===== src/rtl/cache_arb_pkg.sv =====
// Shared types and parameter helpers for the cache/data memory arbiter.
package cache_arb_pkg;

    typedef enum logic [1:0] {
        IDLE     = 2'd0,
        IC_BURST = 2'd1,
        DP_XFER  = 2'd2
    } arb_state_t;

    // Default geometry used by the arbiter instance parameters
    localparam int ARB_ADDR_W     = 32;
    localparam int ARB_DATA_W     = 32;
    localparam int ARB_LINE_WORDS = 4;

    // Beat counter width: one count per word of an icache line
    function automatic int beat_cnt_w(input int line_words);
        return $clog2(line_words);
    endfunction

    // Address bits covered by one icache line
    function automatic int line_off_bits(input int line_words, input int data_w);
        return $clog2(line_words * (data_w / 8));
    endfunction

    // Byte distance between consecutive memory words
    function automatic int byte_stride(input int data_w);
        return data_w / 8;
    endfunction

endpackage


===== src/rtl/cache_arb_rr2.sv =====
// Two-way round-robin picker: a lone request wins, a tie goes to the side not served last.
module cache_arb_rr2 (
    input  logic [1:0] req,
    input  logic       last,
    output logic [1:0] gnt
);

    // req[0] is the icache side; last=1 means the icache was served most recently
    always_comb begin
        gnt = 2'b00;
        if (req[0] && (!req[1] || !last)) begin
            gnt = 2'b01;
        end else if (req[1]) begin
            gnt = 2'b10;
        end
    end

endmodule


===== src/rtl/cache_mem_arb.sv =====
// Arbitrates the single memory port between icache line refills and the core data port.
module cache_mem_arb
    import cache_arb_pkg::*;
#(
    parameter int ADDR_W     = ARB_ADDR_W,
    parameter int DATA_W     = ARB_DATA_W,
    parameter int LINE_WORDS = ARB_LINE_WORDS
) (
    input  logic              clk,
    input  logic              rst,
    input  logic              ic_req,
    input  logic [ADDR_W-1:0] ic_addr,
    output logic              ic_rvalid,
    output logic [DATA_W-1:0] ic_rdata,
    output logic              ic_done,
    input  logic              dp_req,
    input  logic              dp_we,
    input  logic [ADDR_W-1:0] dp_addr,
    input  logic [DATA_W-1:0] dp_wdata,
    output logic              dp_ack,
    output logic [DATA_W-1:0] dp_rdata,
    output logic              mem_req,
    output logic              mem_we,
    output logic [ADDR_W-1:0] mem_addr,
    output logic [DATA_W-1:0] mem_wdata,
    input  logic              mem_ack,
    input  logic [DATA_W-1:0] mem_rdata
);

    localparam int CNT_W = beat_cnt_w(LINE_WORDS);
    localparam int OFF_W = line_off_bits(LINE_WORDS, DATA_W);
    localparam logic [ADDR_W-1:0] STRIDE    = ADDR_W'(byte_stride(DATA_W));
    localparam logic [ADDR_W-1:0] LINE_MASK = ADDR_W'((64'd1 << OFF_W) - 64'd1);
    localparam logic [CNT_W-1:0]  LAST_BEAT = CNT_W'(LINE_WORDS - 1);

    arb_state_t       state;
    arb_state_t       state_nxt;
    logic             last_ic;
    logic [CNT_W-1:0] beat_cnt;
    logic [1:0]       gnt;
    logic             last_beat;

    cache_arb_rr2 u_rr2 (
        .req  ({dp_req, ic_req}),
        .last (last_ic),
        .gnt  (gnt)
    );

    assign last_beat = (beat_cnt == LAST_BEAT);

    // State register
    always_ff @(posedge clk) begin
        if (rst) begin
            state <= IDLE;
        end else begin
            state <= state_nxt;
        end
    end

    // Next-state: grant from IDLE, leave a transaction only on its final ack
    always_comb begin
        state_nxt = state;
        case (state)
            IDLE: begin
                if (gnt[0]) begin
                    state_nxt = IC_BURST;
                end else if (gnt[1]) begin
                    state_nxt = DP_XFER;
                end
            end
            IC_BURST: if (mem_ack && last_beat) state_nxt = IDLE;
            DP_XFER:  if (mem_ack) state_nxt = IDLE;
            default:  state_nxt = IDLE;
        endcase
    end

    // Requester-side responses are passed straight through from the memory ack
    always_comb begin
        ic_rvalid = 1'b0;
        ic_rdata  = '0;
        ic_done   = 1'b0;
        dp_ack    = 1'b0;
        dp_rdata  = '0;
        case (state)
            IC_BURST: begin
                if (mem_ack) begin
                    ic_rvalid = 1'b1;
                    ic_rdata  = mem_rdata;
                    ic_done   = last_beat;
                end
            end
            DP_XFER: begin
                if (mem_ack) begin
                    dp_ack   = 1'b1;
                    dp_rdata = mem_rdata;
                end
            end
            default: ;
        endcase
    end

    // Registered memory-side request, address walk, beat counter and fairness flag
    always_ff @(posedge clk) begin
        if (rst) begin
            last_ic   <= 1'b0;
            beat_cnt  <= '0;
            mem_req   <= 1'b0;
            mem_we    <= 1'b0;
            mem_addr  <= '0;
            mem_wdata <= '0;
        end else begin
            case (state)
                IDLE: begin
                    if (gnt[0]) begin
                        mem_req  <= 1'b1;
                        mem_we   <= 1'b0;
                        mem_addr <= ic_addr & ~LINE_MASK;
                        beat_cnt <= '0;
                        last_ic  <= 1'b1;
                    end else if (gnt[1]) begin
                        mem_req   <= 1'b1;
                        mem_we    <= dp_we;
                        mem_addr  <= dp_addr;
                        mem_wdata <= dp_wdata;
                        last_ic   <= 1'b0;
                    end
                end
                IC_BURST: begin
                    if (mem_ack) begin
                        beat_cnt <= beat_cnt + 1'b1;
                        mem_addr <= mem_addr + STRIDE;
                        if (last_beat) begin
                            mem_req <= 1'b0;
                        end
                    end
                end
                DP_XFER: begin
                    if (mem_ack) begin
                        mem_req <= 1'b0;
                        mem_we  <= 1'b0;
                    end
                end
                default: ;
            endcase
        end
    end

endmodule

===== config.mk =====
export PLATFORM = sky130hd
export DESIGN_NAME = cache_mem_arb
export DESIGN_NICKNAME = d
export VERILOG_FILES = /design/src/rtl/cache_arb_pkg.sv /design/src/rtl/cache_arb_rr2.sv /design/src/rtl/cache_mem_arb.sv
export SDC_FILE = /design/constraint.sdc
export NUM_CORES = 1
export LEC_CHECK = 0
export BUFFER_PORTS_ARGS = -buffer_cell sky130_fd_sc_hd__clkbuf_2
export CAP_MARGIN = 5
export CORE_MARGIN = 4
export CORE_UTILIZATION = 41
export DETAILED_ROUTE_END_ITERATION = 8
export PLACE_DENSITY = 0.79
export RECOVER_POWER = 100
export SLEW_MARGIN = 30
export SYNTH_ARGS = -nofsm -noshare
export SYNTH_HDL_FRONTEND = slang
export SYNTH_SLANG_ARGS = --single-unit

===== constraint.sdc =====
create_clock -name clk -period 2.45 [get_ports clk]
set_clock_uncertainty 0.15 [all_clocks]
set_input_delay 0 -clock clk [delete_from_list [all_inputs] [get_ports clk]]
set_output_delay 0 -clock clk [all_outputs]
set_load 0.005 [all_outputs]

==> results.md, run 1 <==
* Status: finished with violations
* Violated checks: design-rule violations
* Final worst path period share at 0.9595
* Post-Syn Nets at just over 700
* Final hold violations at 0
* Synth top area share at 0.3236
* Final nets at 1071
* Clock buffer count from CTS at 9
* Clock latency on the worst-skew pair at approximately 0.34 ns
* Clock slew at reported path FFs at around 0.090 ns
* Fmax at around 0.43 GHz
* Mux share of post-synthesis cell area at 0.07234
* Number of enable flip-flop cells after synthesis at 0
* Vias in the first global route at between 5000 and 6000
* Total power at ~3800 uW
* Slew margin rel. at 0.5512
* Hold Path Class: input port to flip-flop
* Area Overhead vs Synth at 56.28%
* CP max FO at 10
* CP Class: input port to flip-flop
* IO Count at roughly 270
* Final max-slew violation count at 0
* Clk buf depth at 2
* Most area-consuming cells after synthesis: dfxtp_1, nand2_1, and3_1
* Die area at ~12000 sq um
* RSZ-0062 raised after global routing: no
* CTS Sinks at 71
* Req. time, crit path at 2.54 ns
* Clock power frac at 0.258
* Register area share after synthesis at 0.3236
* Avg WL per Cell at around 16 um
* Mapped Cells at a little under 600
* Post-Synth Simple-Gate Area at 0.3466
* Peak VDD IR at between 0.0004 and 0.0005 V
* Worst EP arrival at 2.44 ns
* Buf/Inv on CP at 5
* Cell taking the most area after synthesis: dfxtp_1
* Gate power share at 0.349
* Commonest non-fill, non-tap cell in the layout: clkbuf_2
* Int Pwr at 2398 uW
* Commonest cells after routing, fill and taps aside: clkbuf_2, nand2_1, clkbuf_1, dlygate4sd3_1, dfxtp_1
* Switch Pwr at approximately 1400 uW
* DP HPWL at 11.11 mm
* # setup viols final at 0
* Critical path cell sequence: dlygate4sd3_1 -> clkbuf_2 -> a21boi_4 -> clkbuf_1 -> clkbuf_4 -> mux2i_1 -> dlygate4sd3_1 -> o21ai_0 -> a32o_1
* Global route total overflow at 0
* Asr flop ratio synth at 0
* CP top delay family: buffers and inverters
* Share of power burned in registers at 0.393
* Starting Density at 0.4236
* Number of synthesized register bits at approximately 70
* Post-DRT Antenna Nets at 0
* Initial antenna violation count at 0
* Share of layout cells above drive strength 1 at 0.2361
* DR iter-0 viols at about 360
* CP Launch Type: input port
* Drt pass-1 iters at 7
* Fin cells at 1072
* Compound-Gate Fraction of Synth Area at 0.1811
* Setup slack after layout at about 0.099 ns
* Worst path max stage delay at about 0.55 ns
* IO Port Bufs at between 200 and 300
* Post-Syn Area per Cell at about 7.5 sq um
* Overall Global Routing Usage at 0.2743
* P_leak at between 0.003 and 0.004 uW
* DRC viols at 2
* Post-DP Area at slightly below 6000 sq um
* CP Capture Type: flip-flop
* Root Driver: clkbuf_8
* Pwr/cell area at around 560 nW/um^2
* Design area at around 6900 sq um
* Min Tclk post-route at approximately 2.4 ns
* CP most frequent cell: dlygate4sd3_1
* Inst Count DP at between 900 and 1000
* Synth unique cells at just over 60
* Synth Area in XOR/XNOR at 0
* Ant. Diodes at 0
* H-tree Lvls at 3
* Chip width at ~110 um
* Adder-Cell Fraction of Synth Area at 0.01709
* Fill cells at 915
* Switch share at 0.3712
* Largest family of logic cells by synthesized area: simple AND/OR/NAND/NOR gates
* Routed via count at 5784
* DP Worst Slack at approximately 0.33 ns
* Core ar. at slightly above 10000 sq um
* Cell Area, Synth at around 4400 sq um
* Die span in y at ~110 um
* GPL Wtd Cong at 0.8903
* Slew @ Worst Pin at 0.6732 ns
* Ys Warns at 0
* Max cap viols at 0
* Detailed Route WL at approximately 18 mm
* TNS Setup at 0 ns
* Slowest library cell on the worst path: dlygate4sd3_1
* First-pass GRT wire length at 28.74 mm
* CTS tree: done
* Vias per inst at ~5.4
* Most used DFF post-synth: dfxtp_1
* Std-Cell Rows at 37
* Pin count of the biggest net entering global routing at 64
* Register area at roughly 1400 sq um
* Area of the multi-input gates at between 2000 and 3000 sq um
[flip-flops by register name (all words and copies together), names as in the netlist]
signal     cells
beat_cnt       2
mem_we         1
last_ic        1
mem_wdata     32
mem_req        1
mem_addr      32
state          2
[cells by family (layout without fill, tap and decap cells)]
| logic type | Yosys count | count (layout) |
|---|---|---|
| buffers and inverters | 60 | 410 |
| AO/OA/AOI/OAI | 122 | 122 |
| flip-flops | 71 | 71 |
| multiplexers | 31 | 31 |
| AND/OR/NAND/NOR | 296 | 296 |
| adder cells (fa/ha/maj) | 6 | 6 |
[synth_stat cells (all sizes together), types with 8 or more instances]
cell type / instances
inv: 11
o21ai: 18
a21oi: 51
nor3: 8
buf: 16
clkbuf: 33
mux2i: 25
nor2: 32
o221ai: 9
and3: 67
nor4: 8
a32o: 8
nand4: 12
dfxtp: 71
nand3: 17
nand2: 130
[worst reg2reg max path: cells and delay by family, from the launching register on]
kind            cells  cell delay [ns]
mux                 1             0.24
flops               1             0.48
simple gates        3             1.18
compound gates      1             0.14
[power by group through the flow]
stage	clock network [uW]	logic, uW	registers (uW)
after detailed placement	0	1190	1510
after floorplan	0	691	1490
after global placement	0	1180	1510
final	984	1330	1500
after CTS	996	1350	1490
after global routing	1050	1470	1520
[layer usage]
metal / GRT usage / up-vias / routed length [um]
met1: 0.3291 / 2647 / 6919
met5: 0 / - / 0
met2: 0.4668 / 305 / 8651
met4: 0.09895 / 0 / 459
met3: 0.08043 / 42 / 1538
li1: - / 2790 / -
[area by class of cell]
cell class	instances	area share
timing repair buffer	383	0.3372
multi-input combinational	455	0.3955
tap	136	0.02479
clock inverter	7	0.01148
sequential	71	0.2070
clock buffer	9	0.01804
inverter	11	0.006014
[metrics by stage]
| step | utilization | hold WS, ns |
|---|---|---|
| 6_report | 0.6620 | 0.04728 |
| 4_1_cts | 0.6754 | 0.03260 |
| 3_3_place_gp | 0.5632 | 0.07270 |
| 5_1_grt | 0.6620 | 0.1006 |
| 3_5_place_dp | 0.5632 | 0.07839 |
| 2_1_floorplan | - | -0.01403 |
[final timing paths]
check	endpoint	cells after the start	from	slack (ns)
max reg2reg	mem_addr[29]$_SDFFE_PP0P_	5	mem_addr[21]$_SDFFE_PP0P_	0.14
min	beat_cnt[0]$_SDFFE_PP0P_	4	mem_ack	0.05
max	mem_addr[8]$_SDFFE_PP0P_	9	ic_req	0.1
min reg2reg	mem_wdata[23]$_SDFFE_PP0P_	2	mem_wdata[23]$_SDFFE_PP0P_	0.31
[what timing repair did]
action                                  CTS  global route
endpoints found under the hold margin    66             0
endpoints found under the setup margin    0             5
gates resized for setup                   0             3
hold buffers                             96             0
setup buffers                             0             1
Power figures use the tool's default switching activity.
==> run 2, diff against run 1 <==
--- a/config.mk
+++ b/config.mk
@@ -11,7 +11,7 @@
 export CORE_UTILIZATION = 41
 export DETAILED_ROUTE_END_ITERATION = 8
 export PLACE_DENSITY = 0.79
-export RECOVER_POWER = 100
+export RECOVER_POWER = 25
 export SLEW_MARGIN = 30
 export SYNTH_ARGS = -nofsm -noshare
 export SYNTH_HDL_FRONTEND = slang
==> run 2 against run 1 <==
Against the previous run:
- the flow now finishes without violations
- sequential cell count is the same
- sequential power is essentially flat
- sequential share of layout area shrank 0.38 points
- cell count is the same
- worst setup slack gained 0.049 ns
- hold slack lost 0.014 ns
- largest cell class unchanged
- largest power group unchanged
- highest routed layer unchanged
==> results.md, run 2 (synthesis results as in run 1) <==
* Peak VDD IR at 0.0004078 V (+0.52%)
* Std-Cell Rows at 37 (unchanged)
* Min Tclk post-route at 2.302 ns (-0.04865 ns)
* RSZ-0062 raised after global routing: no
* Die area at 12430 sq um (unchanged)
* # setup viols final at 0 (unchanged)
* CP Capture Type: flip-flop
* Share of power burned in registers at 0.388 (-0.005)
* Reg-to-Reg Start: mem_addr[21]$_SDFFE_PP0P_
* CP Class: flip-flop to flip-flop
* Status: complete, no violations
* IO Port Bufs at 262 (unchanged)
* Root Driver: clkbuf_8
* Int Pwr at 2441 uW (+1.8%)
* P_leak at 0.003387 uW (+7.2%)
* Vias in the first global route at 5860 (unchanged)
* First-pass GRT wire length at 28.74 mm (unchanged)
* Crit. Startpoint: mem_addr[21]$_SDFFE_PP0P_
* TNS Setup at 0 ns (unchanged)
* CTS Sinks at 71 (unchanged)
* Total power at 3867 uW (+1.4%)
* CP max FO at 7 (-3)
* Critical path cell sequence: nand4_2 -> nor4_1 -> nor4b_2 -> mux2i_1 -> o221ai_1
* Starting Density at 0.4236 (unchanged)
* H-tree Lvls at 3 (unchanged)
* Reg2reg path depth at 5 (unchanged)
* Pin count of the biggest net entering global routing at 64 (unchanged)
* Commonest non-fill, non-tap cell in the layout: clkbuf_2
* Max cap viols at 0 (unchanged)
* Gate power share at 0.355 (+0.006)
* Final nets at 1071 (unchanged)
* DP HPWL at 11.11 mm (unchanged)
* End point of the critical path: mem_addr[29]$_SDFFE_PP0P_
* Final max-slew violation count at 0 (unchanged)
* Global route total overflow at 0 (unchanged)
* Clock power frac at 0.257 (about the same)
* CTS tree: done
* Slew @ Worst Pin at 0.5890 ns (-0.08422 ns)
* Share of layout cells above drive strength 1 at 0.3034 (+0.06731)
* Levels on crit path at 5 (-4)
* Switch share at 0.3689 (-0.002264)
* Routed via count at 5758 (-0.45%)
* RR Endpoint: mem_addr[29]$_SDFFE_PP0P_
* Core ar. at 10370 sq um (unchanged)
* Buf/Inv on CP at 0 (-5)
* Ant. Diodes at 0 (unchanged)
* Clock latency on the worst-skew pair at 0.35 ns (about the same)
* Area Overhead vs Synth at 59.19%
* Overall Global Routing Usage at 0.2743 (unchanged)
* Final hold violations at 0 (unchanged)
* Req. time, crit path at 2.52 ns (-0.02 ns)
* Clk buf depth at 2 (unchanged)
* Drt pass-1 iters at 7 (unchanged)
* GPL Wtd Cong at 0.8903 (unchanged)
* Hold Slack at 0.03302 ns (-0.01426 ns)
* Post-DRT Antenna Nets at 0 (unchanged)
* Vias per inst at 5.371 (-0.45%)
* Fmax at 0.4344 GHz (+2.1%)
* Clock buffer count from CTS at 9 (unchanged)
* Commonest cells after routing, fill and taps aside: clkbuf_2, nand2_1, dlygate4sd3_1, dfxtp_1, and3_1
* Slew margin rel. at 0.6037 (+0.05252)
* Final worst path period share at 0.9397 (-0.01986)
* Switch Pwr at 1427 uW (+0.81%)
* Largest regs: mem_addr (32), mem_wdata (32)
* IO Count at 267 (unchanged)
* Hold Path Class: input port to flip-flop
* Initial antenna violation count at 0 (unchanged)
* Setup slack, reg-to-reg at 0.15 ns (about the same)
* Inst Count DP at 958 (unchanged)
* Detailed Route WL at 17.59 mm (+0.13%)
* Pwr/cell area at 553.0 nW/um^2 (-0.42%)
* Slowest library cell on the worst path: nor4_1
* Die span in y at 111.5 um (unchanged)
* DRC viols at 0 (-2)
* DR iter-0 viols at 409 (+15%)
* Fin cells at 1072 (unchanged)
* Chip width at 111.5 um (unchanged)
* CP top delay family: simple AND/OR/NAND/NOR gates
* CP Launch Type: flip-flop
* Worst path max stage delay at 0.58 ns (+0.03 ns)
* Avg WL per Cell at 16.41 um (+0.13%)
* Worst EP arrival at 2.37 ns (-0.07 ns)
* Clock slew at reported path FFs at 0.09 ns (about the same)
-- run 2: worst min-delay path by stage --
stage,from,slack (ns),cells after the start,end
final,mem_ack,0.03,4,beat_cnt[0]$_SDFFE_PP0P_
after global routing,mem_ack,0.1,4,beat_cnt[1]$_SDFFE_PP0P_
after CTS,mem_ack,0.03,4,beat_cnt[0]$_SDFFE_PP0P_
after detailed placement,dp_wdata[8],0.08,3,mem_wdata[8]$_SDFFE_PP0P_
after global placement,dp_wdata[7],0.07,3,mem_wdata[7]$_SDFFE_PP0P_
after floorplan,dp_wdata[0],-0.01,2,mem_wdata[0]$_SDFFE_PP0P_
-- run 2: final cells by class --
cell class / count / area, sq um
clock buffers: 9 / 123.9
clock inverters: 7 / 78.83
fillers: 871 / 3377
inverters: 11 / 41.29
multi-input cells: 455 / 2724
flip-flops and latches: 71 / 1421
well taps: 136 / 170.2
repair buffers: 383 / 2434
-- run 2: timing repair --
action	CTS	global route
setup endpoints to repair	0	5
buffers inserted	0	1
hold buffers	96	0
hold endpoints to repair	66	0
gates resized for setup	0	3
-- run 2: per-layer routing --
layer  vias to the layer above  track usage  share of wire
met5                         -            0              0
met4                         0      0.09895          0.027
met3                        43      0.08043          0.084
met2                       278       0.4668           0.49
met1                      2647       0.3291           0.40
li1                       2790            -              -
-- run 2: power groups by stage --
stage,combinational (uW),clock (uW),sequential (uW)
finish,1370,994,1500
global route,1520,1050,1530
CTS,1350,996,1490
detailed placement,1190,0,1510
global placement,1180,0,1510
floorplan,691,0,1490
-- run 2: worst min-delay path, stage by stage --
cell and delay (ns):
clkbuf_2 0.21, nor2b_1 0.07, o21ai_0 0.15, a21oi_1 0.06
-- run 2: metrics by stage --
| step | setup slack [ns] | cell area [sq um] | utilization |
|---|---|---|---|
| after floorplan | 0.4483 | 4393 | - |
| after CTS | 0.05749 | 7004 | 0.6754 |
| final | 0.1478 | 6993 | 0.6743 |
| after global routing | 0.02635 | 6993 | 0.6743 |
| after detailed placement | 0.3345 | 5841 | 0.5632 |
| after global placement | 0.3656 | 5841 | 0.5632 |
==> run 3, diff against run 2 <==
==> constraint.sdc (replaced) <==
create_clock -name clk -period 2.31 [get_ports clk]
set_clock_uncertainty 0.15 [all_clocks]
set_input_delay 0 -clock clk [delete_from_list [all_inputs] [get_ports clk]]
set_output_delay 0 -clock clk [all_outputs]
set_load 0.005 [all_outputs]
==> run 3 against run 2 <==
Against the previous run:
- clock power increased by 7%
- die area unchanged
- register-to-register slack got worse by 0.10 ns
- sequential power increased by 6%
- critical path type unchanged
- cell count increased by 2.4%
- maximum frequency increased by 1.6%
- sequential cell count unchanged
- largest power group unchanged
- wire length increased by 9.2%
==> results.md, run 3 (synthesis results as in run 1) <==
* CP top delay family: buffers and inverters
* Die span in y at 111.5 um (unchanged)
* Share of layout cells above drive strength 1 at 0.3119 (+0.008432)
* Setup slack, reg-to-reg at 0.04 ns (-0.10 ns)
* DP HPWL at 11.30 mm (+1.7%)
* CP Launch Type: flip-flop
* Worst path max stage delay at 0.57 ns (about the same)
* Final worst path period share at 0.9811 (+0.04144)
* Hold Path Stages at 5 (+1)
* DP Worst Slack at -0.02673 ns (-0.3612 ns)
* Drt pass-1 iters at 5 (-2)
* TNS Setup at 0 ns (unchanged)
* Commonest non-fill, non-tap cell in the layout: clkbuf_2
* Core ar. at 10370 sq um (unchanged)
* Max cap viols at 0 (unchanged)
* Post-DRT Antenna Nets at 0 (unchanged)
* GPL Wtd Cong at 0.8339 (-6.3%)
* Fill cells at 832 (-4.5%)
* Req. time, crit path at 2.47 ns (-0.05 ns)
* Register area at 1421 sq um (unchanged)
* Setup slack after layout at 0.04364 ns (-0.1042 ns)
* Detailed Route WL at 19.21 mm (+9.2%)
* Clock slew at reported path FFs at 0.10 ns (about the same)
* IO Count at 267 (unchanged)
* Area of the multi-input gates at 2759 sq um (+1.3%)
* Initial antenna violation count at 0 (unchanged)
* Clock latency on the worst-skew pair at 0.35 ns (about the same)
* Reg-to-Reg Start: state[1]$_SDFFE_PP0P_
* DR iter-0 viols at 428 (+4.6%)
* IO Port Bufs at 262 (unchanged)
* Critical path cell sequence: inv_1 -> ha_2 -> buf_6 -> nand2_1 -> nor2_4 -> buf_6 -> nand2_1 -> a21oi_1 -> dlygate4sd3_1
* Slew margin rel. at 0.6608 (+0.05713)
* Final max-slew violation count at 0 (unchanged)
* Reg2reg path depth at 9 (+4)
* CP Capture Type: flip-flop
* Design area at 7307 sq um (+4.5%)
* Total power at 4215 uW (+9.0%)
* Slowest library cell on the worst path: dlygate4sd3_1
* Chip width at 111.5 um (unchanged)
* Avg WL per Cell at 17.50 um (+6.6%)
* Pwr/cell area at 576.8 nW/um^2 (+4.3%)
* Routed via count at 6048 (+5.0%)
* Area Overhead vs Synth at 66.33%
* Slew @ Worst Pin at 0.5082 ns (-0.08080 ns)
* Fmax at 0.4412 GHz (+1.6%)
* CTS Sinks at 71 (unchanged)
* Post-DP Area at 5868 sq um (+0.47%)
* Buf/Inv on CP at 4 (+4)
* Global route total overflow at 0 (unchanged)
* CP Class: flip-flop to flip-flop
* Root Driver: clkbuf_8
* Hold path start: ic_addr[13]
* Pin count of the biggest net entering global routing at 73 (+14%)
* Clk buf depth at 2 (unchanged)
* CTS tree: done
* Ant. Diodes at 0 (unchanged)
* # setup viols final at 0 (unchanged)
* CP max FO at 10 (+3)
* Clock buffer count from CTS at 9 (unchanged)
* Final nets at 1097 (+2.4%)
* Min Tclk post-route at 2.266 ns (-0.03583 ns)
* Vias per inst at 5.508 (+2.5%)
* First-pass GRT wire length at 29.61 mm (+3.0%)
* Starting Density at 0.4236 (unchanged)
* Hold Path Class: input port to flip-flop
* Worst EP arrival at 2.42 ns (+0.05 ns)
* Die area at 12430 sq um (unchanged)
* P_leak at 0.003578 uW (+5.6%)
* Peak VDD IR at 0.0004070 V (-0.19%)
* Status: complete, no violations
* DRC viols at 0 (unchanged)
* Vias in the first global route at 6032 (+2.9%)
* Largest regs: mem_addr (32), mem_wdata (32)
* Commonest cells after routing, fill and taps aside: clkbuf_2, nand2_1, dlygate4sd3_1, dfxtp_1, and3_1
* H-tree Lvls at 3 (unchanged)
* Final hold violations at 0 (unchanged)
* Worst Hold End: mem_addr[13]$_SDFFE_PP0P_
* RR Endpoint: mem_wdata[21]$_SDFFE_PP0P_
* Overall Global Routing Usage at 0.2845 (+0.01018)
* Std-Cell Rows at 37 (unchanged)
-- run 3: cell types whose count changed in the layout (fill, tap and decap cells not counted), sizes merged --
| cell | previous run | this run |
|---|---|---|
| dlygate4sd3 | 96 | 115 |
| buf | 24 | 31 |
| clkinv | 4 | 0 |
| clkinvlp | 0 | 3 |
| inv | 13 | 14 |
-- run 3: worst register-to-register path: stages (launching register included) --
cell and delay (ns):
dfxtp_1 0.36, inv_1 0.09, ha_2 0.22, buf_6 0.14
nand2_1 0.10, nor2_4 0.15, buf_6 0.17, nand2_1 0.10
a21oi_1 0.18, dlygate4sd3_1 0.57
-- run 3: what timing repair did --
action,4_1_cts,5_1_grt
setup endpoints to repair,1,39
hold buffers,115,0
endpoints found under the hold margin,66,0
gates cloned,0,2
buffers inserted,0,5
pin swaps,0,0
gates resized for setup,1,18
-- run 3: worst max path at each step --
stage	from	end	slack (ns)	cells after the start
floorplan	state[1]$_SDFFE_PP0P_	mem_addr[31]$_SDFFE_PP0P_	0.31	9
global placement	state[0]$_SDFFE_PP0P_	mem_addr[20]$_SDFFE_PP0P_	0.1	7
detailed placement	state[0]$_SDFFE_PP0P_	mem_addr[20]$_SDFFE_PP0P_	-0.03	7
CTS	state[0]$_SDFFE_PP0P_	mem_addr[4]$_SDFFE_PP0P_	0.02	8
global route	state[1]$_SDFFE_PP0P_	mem_wdata[29]$_SDFFE_PP0P_	-0.02	9
finish	state[1]$_SDFFE_PP0P_	mem_wdata[21]$_SDFFE_PP0P_	0.04	9
-- run 3: where the power goes --
group	internal [uW]	leakage [uW]	switching [uW]
combinational	743	0.00290	812
clock	510	0.0000929	554
sequential	1390	0.000583	209
-- run 3: layer usage --
metal  wire length [um]  GRT usage  up-vias
met5                  0          0        -
met4                639     0.1176        0
met1               7357     0.3238     2831
met3               1620    0.07880       66
li1                   -          -     2852
met2               9592     0.5014      299
-- run 3: area by class of cell --
cell class	instances	area share
clock buffers	9	0.01695
well taps	136	0.02329
clock inverters	7	0.01079
multi-input cells	455	0.3776
flip-flops and latches	71	0.1945
inverters	11	0.005651
repair buffers	409	0.3712
-- run 3: stage by stage --
step                  util  instances  hold WS [ns]
detailed placement  0.5659        960       0.07859
CTS                 0.6967       1091      0.001604
floorplan                -        586      -0.01403
global placement    0.5659        960       0.07382
finish              0.7046       1098       0.01197
global route        0.7046       1098       0.06409
